$ cat config.mk
export PLATFORM = sky130hd
export DESIGN_NAME = c0_req_arb
export DESIGN_NICKNAME = d
export VERILOG_FILES = /design/src/rtl/c0_req_arb.sv
export SDC_FILE = /design/constraint.sdc
export NUM_CORES = 1
export LEC_CHECK = 0
export BUFFER_PORTS_ARGS = -buffer_cell sky130_fd_sc_hd__buf_2
export CAP_MARGIN = 10
export CORE_AREA = 2 2 682 684
export CTS_BUF_LIST = sky130_fd_sc_hd__clkbuf_8 sky130_fd_sc_hd__clkbuf_16
export DETAILED_ROUTE_END_ITERATION = 12
export DIE_AREA = 0 0 684 686
export PLACE_DENSITY = 0.3
export SYNTH_ARGS = -nofsm -noshare
export SYNTH_HDL_FRONTEND = slang
export SYNTH_SLANG_ARGS = --single-unit
export TNS_END_PERCENT = 1
$ cat constraint.sdc
create_clock -name pClk -period 8.7 [get_ports pClk]
set_clock_uncertainty 0.05 [all_clocks]
set_input_delay 1.74 -clock pClk [delete_from_list [all_inputs] [get_ports pClk]]
set_output_delay 1.74 -clock pClk [all_outputs]
set_load 0.01 [all_outputs]
$ cat src/rtl/c0_req_arb.sv
// c0_req_arb -- round-robin C0 read-request arbiter with response fan-out.
//
// Optional feature macro: C0_REQ_ARB_STATS_EN. When it is defined, req_cnt
// and rsp_cnt are free-running 32-bit counters. When it is not defined, both
// ports are tied to zero and no counter flops exist.
//
// Ports
//   pClk, pck_cp2af_softReset_n   clock; async active-low reset
//   req_valid/addr/mdata          per-port read requests (NUM_PORTS lanes)
//   req_ready                     one-hot combinational grant
//   up_almfull                    upstream almost-full; blocks every grant
//   up_valid/addr/mdata           registered upstream request; mdata = {port, mdata[11:0]}
//   rsp_in_valid/mdata/data       upstream read response
//   rsp_valid/mdata/data          registered response; routed by rsp_in_mdata[15:12]
//   bad_port_err                  sticky flag for a response whose port id is out of range
//   req_cnt, rsp_cnt              grant and routed-response counters

// Per-port response decode: this lane is hit when the response carries its id.
module c0_req_arb_lane #(
  parameter int LANE = 0
) (
  input  logic       hit,
  input  logic [3:0] portId,
  output logic       sel
);
  assign sel = hit && (portId == 4'(LANE));
endmodule

module c0_req_arb #(
  parameter int NUM_PORTS = 9
) (
  input  logic                       pClk,
  input  logic                       pck_cp2af_softReset_n,
  input  logic [NUM_PORTS-1:0]       req_valid,
  input  logic [NUM_PORTS-1:0][41:0] req_addr,
  input  logic [NUM_PORTS-1:0][15:0] req_mdata,
  output logic [NUM_PORTS-1:0]       req_ready,
  input  logic                       up_almfull,
  output logic                       up_valid,
  output logic [41:0]                up_addr,
  output logic [15:0]                up_mdata,
  input  logic                       rsp_in_valid,
  input  logic [15:0]                rsp_in_mdata,
  input  logic [511:0]               rsp_in_data,
  output logic [NUM_PORTS-1:0]       rsp_valid,
  output logic [15:0]                rsp_mdata,
  output logic [511:0]               rsp_data,
  output logic                       bad_port_err,
  output logic [31:0]                req_cnt,
  output logic [31:0]                rsp_cnt
);

  typedef struct packed {
    logic [41:0] addr;
    logic [15:0] mdata;
  } c0ReqT;

  logic [3:0]           ptr;
  logic [3:0]           gntIdx;
  logic                 gntAny;
  logic [NUM_PORTS-1:0] gntVec;
  logic [4:0]           cand;
  c0ReqT                upReq;
  logic [NUM_PORTS-1:0] rspHit;
  logic                 badId;

  // Search from the pointer, wrapping. A 5-bit candidate holds ptr+off
  // before it is folded back into range.
  always_comb begin
    gntAny = 1'b0;
    gntIdx = '0;
    gntVec = '0;
    cand   = '0;
    if (!up_almfull && pck_cp2af_softReset_n) begin
      for (int off = 0; off < NUM_PORTS; off++) begin
        cand = {1'b0, ptr} + 5'(off);
        if (cand >= 5'(NUM_PORTS)) cand = cand - 5'(NUM_PORTS);
        if (!gntAny && req_valid[cand[3:0]]) begin
          gntAny = 1'b1;
          gntIdx = cand[3:0];
        end
      end
    end
    if (gntAny) gntVec[gntIdx] = 1'b1;
  end

  assign req_ready = gntVec;

  always_ff @(posedge pClk or negedge pck_cp2af_softReset_n) begin
    if (!pck_cp2af_softReset_n) begin
      ptr      <= '0;
      up_valid <= 1'b0;
      upReq    <= '0;
    end else begin
      up_valid <= gntAny;
      if (gntAny) begin
        ptr   <= (gntIdx == 4'(NUM_PORTS-1)) ? 4'd0 : gntIdx + 4'd1;
        upReq <= '{addr: req_addr[gntIdx], mdata: {gntIdx, req_mdata[gntIdx][11:0]}};
      end
    end
  end

  assign up_addr  = upReq.addr;
  assign up_mdata = upReq.mdata;

  for (genvar i = 0; i < NUM_PORTS; i++) begin : gLane
    c0_req_arb_lane #(.LANE(i)) uLane (
      .hit    (rsp_in_valid),
      .portId (rsp_in_mdata[15:12]),
      .sel    (rspHit[i])
    );
  end

  assign badId = rsp_in_valid && ({1'b0, rsp_in_mdata[15:12]} >= 5'(NUM_PORTS));

  always_ff @(posedge pClk or negedge pck_cp2af_softReset_n) begin
    if (!pck_cp2af_softReset_n) begin
      rsp_valid    <= '0;
      rsp_mdata    <= '0;
      rsp_data     <= '0;
      bad_port_err <= 1'b0;
    end else begin
      rsp_valid <= rspHit;
      if (rsp_in_valid) begin
        rsp_mdata <= {4'h0, rsp_in_mdata[11:0]};
        rsp_data  <= rsp_in_data;
      end
      if (badId) bad_port_err <= 1'b1;
    end
  end

`ifdef C0_REQ_ARB_STATS_EN
  always_ff @(posedge pClk or negedge pck_cp2af_softReset_n) begin
    if (!pck_cp2af_softReset_n) begin
      req_cnt <= '0;
      rsp_cnt <= '0;
    end else begin
      if (gntAny)   req_cnt <= req_cnt + 32'd1;
      if (|rspHit)  rsp_cnt <= rsp_cnt + 32'd1;
    end
  end
`else
  assign req_cnt = '0;
  assign rsp_cnt = '0;
`endif

endmodule

== After elaboration in Yosys (flattened, before gate mapping) ==
Index checks and enable logic that the tools add are counted.
Cells by class
  mux-type cells: 72
  order comparisons: 21
  reductions and logical operators: 30
  equality and inequality tests: 9
  add/sub/neg operators: 18
Operators with widths (count)
  42-bit binary-select mux with 4-bit select: 1
  4-bit two-way mux: 29
  16-bit binary-select mux with 4-bit select: 1
  4-bit by 5-bit less-than comparator with 1-bit output (second input constant): 10
  42-bit two-way mux: 1
  5-bit by 4-bit >= comparator with 1-bit output (second input constant): 8
  1-bit binary-select mux with 4-bit select: 9
  4-bit subtractor (second input constant): 9
  1-bit two-way mux: 28
  4-bit by 3-bit adder with 5-bit output (second input constant): 4
  1-bit logical AND: 20
  4-bit by 3-bit == test with 1-bit output (second input constant): 4
  12-bit two-way mux: 1
  4-bit by 2-bit adder with 5-bit output (second input constant): 2
  1-bit logical NOT: 9
  9-bit two-way mux: 1
  4-bit by 2-bit == test with 1-bit output (second input constant): 2
  4-bit == test (second input constant): 2
  4-bit >= comparator (second input constant): 2
  4-bit by 1-bit adder with 5-bit output (second input constant): 1
  4-bit by 4-bit adder with 5-bit output (second input constant): 1
  4-bit by 1-bit adder with 4-bit output (second input constant): 1
  1-bit demux with 4-bit select: 1
  4-bit by 1-bit == test with 1-bit output (second input constant): 1
  2 further kinds: 2
Storage, ports and cells
  bits in registers: 597
  bits of input ports: 1063

== Longest topological paths before layout ==
Gate-level depths: netlist of the first run.
  depth in word-level cells: 44
  depth in mapped cells: 24
  mapped depth without buffers: 18

== By module ==
From an unflattened synthesis of the first run, not the netlist that was laid out.
Unflattened totals
  cells, all modules: 2913
  area total of the unflattened synthesis: 31754.2 µm²
Modules (own cells, without submodules)
  c0_req_arb: instances 1, cells an instance 2895, sequential area each 14939.3 µm², area an instance 31617.8 µm²
  c0_req_arb_lane at gLane[1].uLane ...: instances 2, cells an instance 2, sequential area each 0.0 µm², area an instance 16.3 µm²
  c0_req_arb_lane at gLane[4].uLane ...: instances 2, cells an instance 2, sequential area each 0.0 µm², area an instance 13.8 µm²
  c0_req_arb_lane at gLane[5].uLane ...: instances 2, cells an instance 2, sequential area each 0.0 µm², area an instance 12.5 µm²
  c0_req_arb_lane at gLane[0].uLane: instances 1, cells an instance 2, sequential area each 0.0 µm², area an instance 18.8 µm²
  c0_req_arb_lane at gLane[7].uLane: instances 1, cells an instance 2, sequential area each 0.0 µm², area an instance 17.5 µm²
  c0_req_arb_lane at gLane[3].uLane: instances 1, cells an instance 2, sequential area each 0.0 µm², area an instance 15.0 µm²

== Least setup slack after synthesis of the first run ==
Ideal clock, no wire load.
  path type: in2out
  start: in req_valid[2]
  end: out req_ready[8]
  stages: 16
  setup slack: 1.775 ns
  data required time: 6.910 ns
  path buffers: 2
  arrival time: 5.135 ns
  cells stage by stage: clkbuf_1 > mux2i_1 > o2111ai_1 > o2111ai_1 > a2111oi_0 > a211oi_4 > o211ai_2 > nand3b_1 > nor3_1 > o32ai_1 > a221oi_4 > inv_2 > buf_4 > ha_1 > nand2_1 > nor2_1
Between the ends
  cells in the longest elaborated chain, start to end: 41
  elaborated cells between the ends (all ways): 68
Ends and longest elaborated chain
  start: declaration: line 34  | input logic [NUM_PORTS-1:0] req_valid,
  1-bit binary-select mux with 4-bit select: line 78  | if (!gntAny && req_valid[cand[3:0]]) begin
  1-bit two-way mux (implied by the code): line 78
  1-bit two-way mux: line 78
  1-bit two-way mux: line 74  | if (!up_almfull && pck_cp2af_softReset_n) begin
  1-bit logical NOT: line 78
  1-bit logical AND: line 78
  1-bit two-way mux: line 78
  1-bit two-way mux: line 74
  [26 not listed]
  4-bit two-way mux (*): line 78
  4-bit two-way mux (*): line 74
  via gntIdx[1]: line 59  | logic [3:0] gntIdx;
  4-bit by 5-bit less-than comparator with 1-bit output (implied by the code) or 4-bit by 1-bit >= comparator with 1-bit output (tied branches): line 84  | if (gntAny) gntVec[gntIdx] = 1'b1;
  1-bit logical AND (implied by the code): line 84
  1-bit two-way mux (implied by the code): line 84
  1-bit demux with 4-bit select (*): line 84
  9-bit two-way mux (*): line 84
  end: declaration: line 37  | output logic [NUM_PORTS-1:0] req_ready,
Mark *: on every way through the listed nets, which the timed path passes. The rest lies on a longest branch. The select of a mux whose other input is x is not followed.

== Worst setup path after layout of the first run ==
  start: reg ptr[3]
  end: out req_ready[8]
Between the ends
  cells in the longest elaborated chain, start to end: 44
  elaborated cells between the ends (all ways): 112
Ends and longest elaborated chain
  start: declaration: line 58  | logic [3:0] ptr;
  start signal: assignment: line 97  | ptr <= (gntIdx == 4'(NUM_PORTS-1)) ? 4'd0 : gntIdx + 4'd1;
  branches (longest 37 deep; another with 4-bit by 1-bit adder with 5-bit output)
  4-bit two-way mux (*): line 78
  4-bit two-way mux (*): line 74
  via gntIdx[1]: line 59
  4-bit by 5-bit less-than comparator with 1-bit output (implied by the code) or 4-bit by 1-bit >= comparator with 1-bit output (tied branches): line 84
  1-bit logical AND (implied by the code): line 84
  1-bit two-way mux (implied by the code): line 84
  1-bit demux with 4-bit select (*): line 84
  9-bit two-way mux (*): line 84
Mark *: on every way through the listed nets, which the timed path passes. The select of a mux whose other input is x is not followed.

==> results.py, run 1 <==
metrics = {
    "status": {
        "run_status": "finished, final reports clean",
    },
    "critical_path": {
        "worstPathRequired_ns": 6.91,
        "critPathCaptureType": "output port",
        "cp_data_arrival_time_ns": 5.99,
        "crit_path_kind": "flop to output port",
        "worst-path-max-fanout": 21,
        "crit_path_start": "ptr[3]$_DFFE_PN0P_",
        "rr_startpoint": "ptr[3]$_DFFE_PN0P_",
        "worst_setup_path_start_kind": "flop",
    },
    "layout": {
        "area_growth_syn_to_layout_pct": 62.33,
        "final_net_count": 5307,
        "mostFrequentLayoutCells": "sky130_fd_sc_hd__buf_2 (1626), sky130_fd_sc_hd__mux2_2 (606), sky130_fd_sc_hd__dfrtp_1 (595)",
        "post_route_cells_drive_above_1_share_pct": 63.33,
        "layout_commonest_cell": "sky130_fd_sc_hd__buf_2",
    },
    "clock_network": {
        "cts_resized": 0,
        "cts_max_level": 3,
        "tritoncts.num_buffers": 94,
        "clock_insertion_delay_worst_skew_ns": 0.75,
        "cts_tree": "done",
        "cts-root-to-sink-buffers": 4,
        "cts_setup_buffers": 0,
        "post_cts_hold_buffer_count": 0,
        "clock-sinks": 597,
        "clkTransAtPathRegs_ns": 0.06,
        "clk_root_buffer_cell": "sky130_fd_sc_hd__clkbuf_16",
    },
    "pwr": {
        "switching_share_pct": 45.05,
        "relative_contribution_of_sequential_cells_to_total_power_pct": 21.3,
        "vdd.ir_drop.worst_mv": 0.2158,
        "net-switching-power_mw": 7.295,
        "pwr_density_cell_nw_per_um2": 318.9,
        "pwr-share-clk_pct": 25.0,
        "power.share.combinational_pct": 53.6,
        "p_int_mw": 8.896,
        "static-leakage-power_nw": 21.42,
    },
    "synth": {
        "synth_flop_cell": "sky130_fd_sc_hd__dfrtp_1",
        "synthesis.area_per_instance_sq_um": 12.45,
        "synth_top_cell_by_area": "sky130_fd_sc_hd__dfrtp_1",
        "post_synth_main_area_contributors": "sky130_fd_sc_hd__dfrtp_1 (48%), sky130_fd_sc_hd__mux2_2 (22%), sky130_fd_sc_hd__a211oi_1 (2.9%), sky130_fd_sc_hd__a221oi_2 (2.6%), sky130_fd_sc_hd__buf_4 (2.1%)",
        "synth_cells": 2512,
        "synthDominantCellAreaShare_pct": 47.77,
        "synth-async-reset-ratio_pct": 100.0,
        "synth_edf_count": 0,
        "synth_cell_types": 109,
        "synth.yosys.warnings": 0,
        "seq_area_frac_synth_pct": 47.77,
        "post_synth_instance_area_sq_um": 31270,
        "postSynthRegisterBits": 597,
    },
    "die": {
        "die-area_sq_um": 469200,
        "fp.dieW_um": 684,
        "chipHeight_um": 686,
        "initial_utilization_pct": 6.769,
        "rows": 250,
        "core_region_area_sq_um": 462000,
        "pin_count": 1733,
    },
    "sta": {
        "worst_slew_pin_slew_ns": 1.124,
        "max-slew-margin-rel_pct": 25.05,
        "totalNegativeSetupSlack_ns": 0,
        "period_share_pct": 89.37,
        "number_of_hold_violations_in_the_final_report": 0,
        "hold_ws_ns": 0.4256,
        "grt_setup_unrepaired": "no",
        "timing.fmax_mhz": 128.6,
        "final_setup_violating_endpoints": 0,
        "slew_violations": 0,
        "timing.final.crit_period_ns": 7.775,
    },
    "drt": {
        "drt-wirelength-per-cell_um": 29.95,
        "viasPerCell": 2.859,
        "remaining_drc_errors": 0,
        "detailedRoute.firstPassIterationCount": 5,
        "drt.antenna.violating_nets": 0,
        "routed_wirelength_um": 314700,
        "routed-via-count": 30040,
        "initialDrtViolationCount": 1874,
    },
    "hold_path": {
        "min-delay-path-class": "flop to flop",
        "hold_start": "bad_port_err$_DFFE_PN0P_",
    },
    "placed_design": {
        "place.detailed.hpwl_um": 276100,
        "routabilityCongestion": 1.003,
        "number_of_input_and_output_port_buffers_inserted": 1628,
    },
    "global_routing": {
        "global_routing_usage_summed_across_all_routing_layers_pct": 12.89,
        "first_global_vias": 30930,
        "grt_pass1_wl_um": 385600,
        "overflow": 0,
        "grt_start_max_net_pins": 136,
        "grt_antenna_before_repair": 180,
    },
    "flow_run": {
        "drv.max_cap_violation_count": 0,
    },
}
-- metal layers --
layer  global-route usage (%)  wire length (um)
met3                    6.388             36290
met2                    21.63            148500
met4                    6.276             18420
met5                        0               761
met1                    13.37            110700
-- logic make-up (layout without fill, tap and decap cells) --
family,Yosys count,after routing,synth area share [%]
muxes,670,670,24.10
AOI/OAI and AO/OA,454,454,12.77
other,1,113,0.01199
adders and majority gates,25,25,1.000
xor gates and xnor gates,20,20,0.6082
buffers and inverters,341,2049,5.873
DFF,597,597,47.77
and+or+nand+nor,404,404,7.865
-- state kept, by name, summed over array words and instances, names as in the netlist --
name          flops
rsp_mdata        12
up_mdata         16
bad_port_err      1
ptr               4
rsp_valid         9
rsp_data        512
up_valid          1
up_addr          42
-- power by group through the flow --
stage,clock (mW),combinational (mW),sequential (mW)
floorplan,0,4.43,3.61
global route,4.34,9.31,3.51
detailed placement,0,8.86,3.51
CTS,4.28,8.90,3.47
finish,4.05,8.69,3.46
global placement,0,8.92,3.50
-- cell usage after synthesis, types with 15 or more instances --
cell and number:
sky130_fd_sc_hd__mux2_2 606, sky130_fd_sc_hd__dfrtp_1 597, sky130_fd_sc_hd__a211oi_1 119, sky130_fd_sc_hd__clkbuf_1 100, sky130_fd_sc_hd__nor2_1 99, sky130_fd_sc_hd__buf_4 88
sky130_fd_sc_hd__inv_1 75, sky130_fd_sc_hd__nand2_1 65, sky130_fd_sc_hd__and3_1 61, sky130_fd_sc_hd__o2bb2ai_1 56, sky130_fd_sc_hd__a221oi_2 54, sky130_fd_sc_hd__nor4_2 50
sky130_fd_sc_hd__buf_2 49, sky130_fd_sc_hd__mux2_1 34, sky130_fd_sc_hd__mux2i_1 27, sky130_fd_sc_hd__o21ai_0 26, sky130_fd_sc_hd__a21oi_1 25, sky130_fd_sc_hd__ha_1 25
sky130_fd_sc_hd__buf_6 22, sky130_fd_sc_hd__nand3_1 22, sky130_fd_sc_hd__nand2b_1 20, sky130_fd_sc_hd__nor3_1 19, sky130_fd_sc_hd__xnor2_1 15
-- path summary, 6_finish.rpt --
kind,to,slack (ns),depth (start not counted)
min,bad_port_err$_DFFE_PN0P_,0.43,1
max in group asynchronous,rsp_data[108]$_DFFE_PN0P_,4.63,5
min in group asynchronous,rsp_data[274]$_DFFE_PN0P_,0.79,1
max,req_ready[8],0.92,18
max reg2reg,up_mdata[3]$_DFFE_PN0P_,2.17,22
min reg2reg,bad_port_err$_DFFE_PN0P_,0.43,1
-- worst max-delay path, cell delays in order (launching register included) --
cell,delay (ns)
sky130_fd_sc_hd__dfrtp_2,0.77
sky130_fd_sc_hd__ha_1,0.26
sky130_fd_sc_hd__buf_4,0.35
sky130_fd_sc_hd__nor3b_1,0.12
sky130_fd_sc_hd__o21ai_0,0.52
sky130_fd_sc_hd__o21ai_1,0.28
sky130_fd_sc_hd__a311oi_1,0.34
sky130_fd_sc_hd__mux2i_1,0.16
sky130_fd_sc_hd__buf_4,0.17
sky130_fd_sc_hd__o2bb2ai_1,0.26
sky130_fd_sc_hd__nor4b_4,0.41
sky130_fd_sc_hd__buf_4,0.20
sky130_fd_sc_hd__a41oi_1,0.20
sky130_fd_sc_hd__a221oi_4,0.32
sky130_fd_sc_hd__clkinv_2,0.14
sky130_fd_sc_hd__ha_1,0.23
sky130_fd_sc_hd__nand2_1,0.19
sky130_fd_sc_hd__nor2_1,0.09
sky130_fd_sc_hd__buf_2,0.16
-- final cells by class --
class | instances | area (sq um)
well taps | 6174 | 7725
diodes | 45 | 112.6
flip-flops and latches | 597 | 14940
multi-input cells | 1641 | 14780
repair buffers | 1806 | 9742
clock buffers | 114 | 2650
fillers | 53320 | 411200
clock inverters | 50 | 515.5
inverters | 79 | 297.8
-- metrics by stage --
step	area [sq um]	total power, mW	util (%)	cells	worst slack (ns)
3_5_place_dp	47490	12.37	10.28	10300	1.409
5_1_grt	50690	17.16	10.97	10480	0.5724
2_1_floorplan	31530	8.042	-	2579	1.775
4_1_cts	50660	16.64	10.96	10460	0.8530
6_report	50770	16.19	10.99	10510	0.9247
3_3_place_gp	47490	12.42	10.28	10300	1.369
Note: power is estimated with default switching activity, not from simulation.
==> inputs of run 2 (changes only) <==
clock period = 7.7 ns   (was 8.7 ns; I/O delays follow)
==> results.py, run 2 (synthesized netlist as in run 1, its figures left out) <==
metrics = {
    "layout": {
        "layout_commonest_cell": "sky130_fd_sc_hd__buf_2",
        "finish.cell_count_without_fillers": 10450,
        "area_growth_syn_to_layout_pct": 60.49,
        "final_net_count": 5233,
        "top_register": "rsp_data",
        "num-fill-cells": 53330,
        "post_route_cells_drive_above_1_share_pct": 62.70,
        "max_ffs_per_register": 512,
        "mostFrequentLayoutCells": "sky130_fd_sc_hd__buf_2 (1626), sky130_fd_sc_hd__mux2_2 (606), sky130_fd_sc_hd__dfrtp_1 (595)",
    },
    "die": {
        "initial_utilization_pct": 6.769,
        "fp.dieW_um": 684,
        "core_region_area_sq_um": 462000,
        "die-area_sq_um": 469200,
        "chipHeight_um": 686,
        "rows": 250,
        "pin_count": 1733,
    },
    "placed_design": {
        "routabilityCongestion": 0.9848,
        "dp.cells": 10220,
        "place.detailed.hpwl_um": 273700,
        "number_of_input_and_output_port_buffers_inserted": 1628,
    },
    "drt": {
        "drt-wirelength-per-cell_um": 29.77,
        "remaining_drc_errors": 0,
        "routed_wirelength_um": 311100,
        "initialDrtViolationCount": 1967,
        "detailedRoute.firstPassIterationCount": 5,
        "drt.antenna.violating_nets": 0,
        "routed-via-count": 29750,
        "viasPerCell": 2.846,
    },
    "hold_path": {
        "hold_start": "up_mdata[12]$_DFFE_PN0P_",
        "hold_path_end": "up_mdata[12]$_DFFE_PN0P_",
        "min_path_cells": 1,
        "min-delay-path-class": "flop to flop",
    },
    "global_routing": {
        "grt_start_max_net_pins": 148,
        "first_global_vias": 30690,
        "grt_antenna_before_repair": 184,
        "overflow": 0,
        "grt_pass1_wl_um": 380700,
        "global_routing_usage_summed_across_all_routing_layers_pct": 12.74,
    },
    "clock_network": {
        "cts-root-to-sink-buffers": 4,
        "cts_tree": "done",
        "clk_root_buffer_cell": "sky130_fd_sc_hd__clkbuf_16",
        "clock_insertion_delay_worst_skew_ns": 0.74,
        "clkTransAtPathRegs_ns": 0.05,
        "tritoncts.num_buffers": 93,
        "cts_max_level": 3,
        "clock-sinks": 597,
        "post_cts_hold_buffer_count": 0,
    },
    "sta": {
        "final_setup_violating_endpoints": 0,
        "hold_ws_ns": 0.4351,
        "slew_violations": 0,
        "period_share_pct": 96.69,
        "worst_slew_pin_slew_ns": 1.022,
        "max-slew-margin-rel_pct": 31.85,
        "timing.final.crit_period_ns": 7.445,
        "totalNegativeSetupSlack_ns": 0,
        "number_of_hold_violations_in_the_final_report": 0,
        "timing.fmax_mhz": 134.3,
    },
    "critical_path": {
        "worstPathRequired_ns": 6.11,
        "critPathCaptureType": "output port",
        "rr_startpoint": "ptr[2]$_DFFE_PN0P_",
        "worst-path-max-fanout": 30,
        "worst_setup_path_start_kind": "flop",
        "cp_data_arrival_time_ns": 5.85,
        "r2r_setup_slack_ns": 1.54,
        "crit_path_kind": "flop to output port",
        "rr_endpoint": "up_addr[16]$_DFFE_PN0P_",
        "reg2reg_depth": 20,
    },
    "pwr": {
        "totalPowerFinal_mw": 17.49,
        "relative_contribution_of_sequential_cells_to_total_power_pct": 22.3,
        "switching_share_pct": 45.71,
        "static-leakage-power_nw": 21.04,
        "power.share.combinational_pct": 52.5,
        "net-switching-power_mw": 7.997,
        "vdd.ir_drop.worst_mv": 0.3088,
        "p_int_mw": 9.497,
        "pwr-share-clk_pct": 25.2,
        "pwr_density_cell_nw_per_um2": 348.5,
    },
    "flow_run": {
        "drv.max_cap_violation_count": 0,
    },
    "status": {
        "run_status": "finished, final reports clean",
    },
}
[run 2: final cells by class]
| class | instances | area, sq um | share of cell area [%] |
|---|---|---|---|
| inverters | 79 | 301.5 | 0.6007 |
| well taps | 6174 | 7725 | 15.39 |
| diodes | 63 | 157.7 | 0.3141 |
| clock inverters | 57 | 536.8 | 1.069 |
| flip-flops and latches | 597 | 14940 | 29.77 |
| multi-input cells | 1641 | 14880 | 29.64 |
| repair buffers | 1733 | 9123 | 18.17 |
| clock buffers | 107 | 2531 | 5.043 |
[run 2: layer usage]
| layer | vias to the layer above | GRT usage [%] | wire [um] |
|---|---|---|---|
| li1 | 12580 | - | - |
| met1 | 14980 | 13.08 | 108200 |
| met2 | 1655 | 22.14 | 151800 |
| met3 | 428 | 6.502 | 37010 |
| met4 | 98 | 4.638 | 13540 |
| met5 | - | 0 | 600 |
[run 2: worst max path at each step]
stage / start / end
5_1_grt: ptr[1]$_DFFE_PN0P_ / req_ready[8]
2_1_floorplan: ptr[0]$_DFFE_PN0P_ / req_ready[8]
4_1_cts: ptr[0]$_DFFE_PN0P_ / req_ready[3]
3_3_place_gp: req_valid[1] / req_ready[7]
6_report: ptr[2]$_DFFE_PN0P_ / req_ready[8]
3_5_place_dp: req_valid[1] / req_ready[3]
[run 2: critical path, cell delays in order (launching register included)]
cell                        delay [ns]
sky130_fd_sc_hd__dfrtp_1          0.35
sky130_fd_sc_hd__buf_4            0.43
sky130_fd_sc_hd__ha_1             0.23
sky130_fd_sc_hd__buf_4            0.36
sky130_fd_sc_hd__a21o_1           0.31
sky130_fd_sc_hd__a21oi_4          0.11
sky130_fd_sc_hd__o21ai_2          0.32
sky130_fd_sc_hd__mux2_4           0.34
sky130_fd_sc_hd__a211oi_2         0.33
sky130_fd_sc_hd__o2111ai_1        0.27
sky130_fd_sc_hd__nor4b_4          0.44
sky130_fd_sc_hd__and3_4           0.33
sky130_fd_sc_hd__a41oi_1          0.10
sky130_fd_sc_hd__a221oi_4         0.34
sky130_fd_sc_hd__clkinv_2         0.15
sky130_fd_sc_hd__ha_1             0.23
sky130_fd_sc_hd__nand2_1          0.18
sky130_fd_sc_hd__nor2_1           0.10
sky130_fd_sc_hd__buf_2            0.17
[run 2: power by group through the flow]
stage	clock [mW]	sequential (mW)	combinational (mW)
2_1_floorplan	0	4.08	5.00
3_3_place_gp	0	3.94	9.38
3_5_place_dp	0	3.95	9.32
4_1_cts	4.64	3.91	9.37
5_1_grt	4.73	3.96	9.88
6_report	4.41	3.90	9.19
[run 2: metrics by stage]
| stage | area, sq um | util, % | setup slack (ns) |
|---|---|---|---|
| CTS | 49920 | 10.80 | 0.02231 |
| global route | 50070 | 10.84 | -0.003990 |
| detailed placement | 46830 | 10.14 | 0.6238 |
| finish | 50190 | 10.86 | 0.2553 |
| floorplan | 31530 | - | 1.158 |
| global placement | 46830 | 10.14 | 0.5486 |
[run 2: what timing repair did]
item                       in CTS  in global routing
setup buffers                   0                  4
pin swaps                       0                  1
resized for setup               4                 12
setup endpoints to repair       9                  9
gates cloned                    0                  0
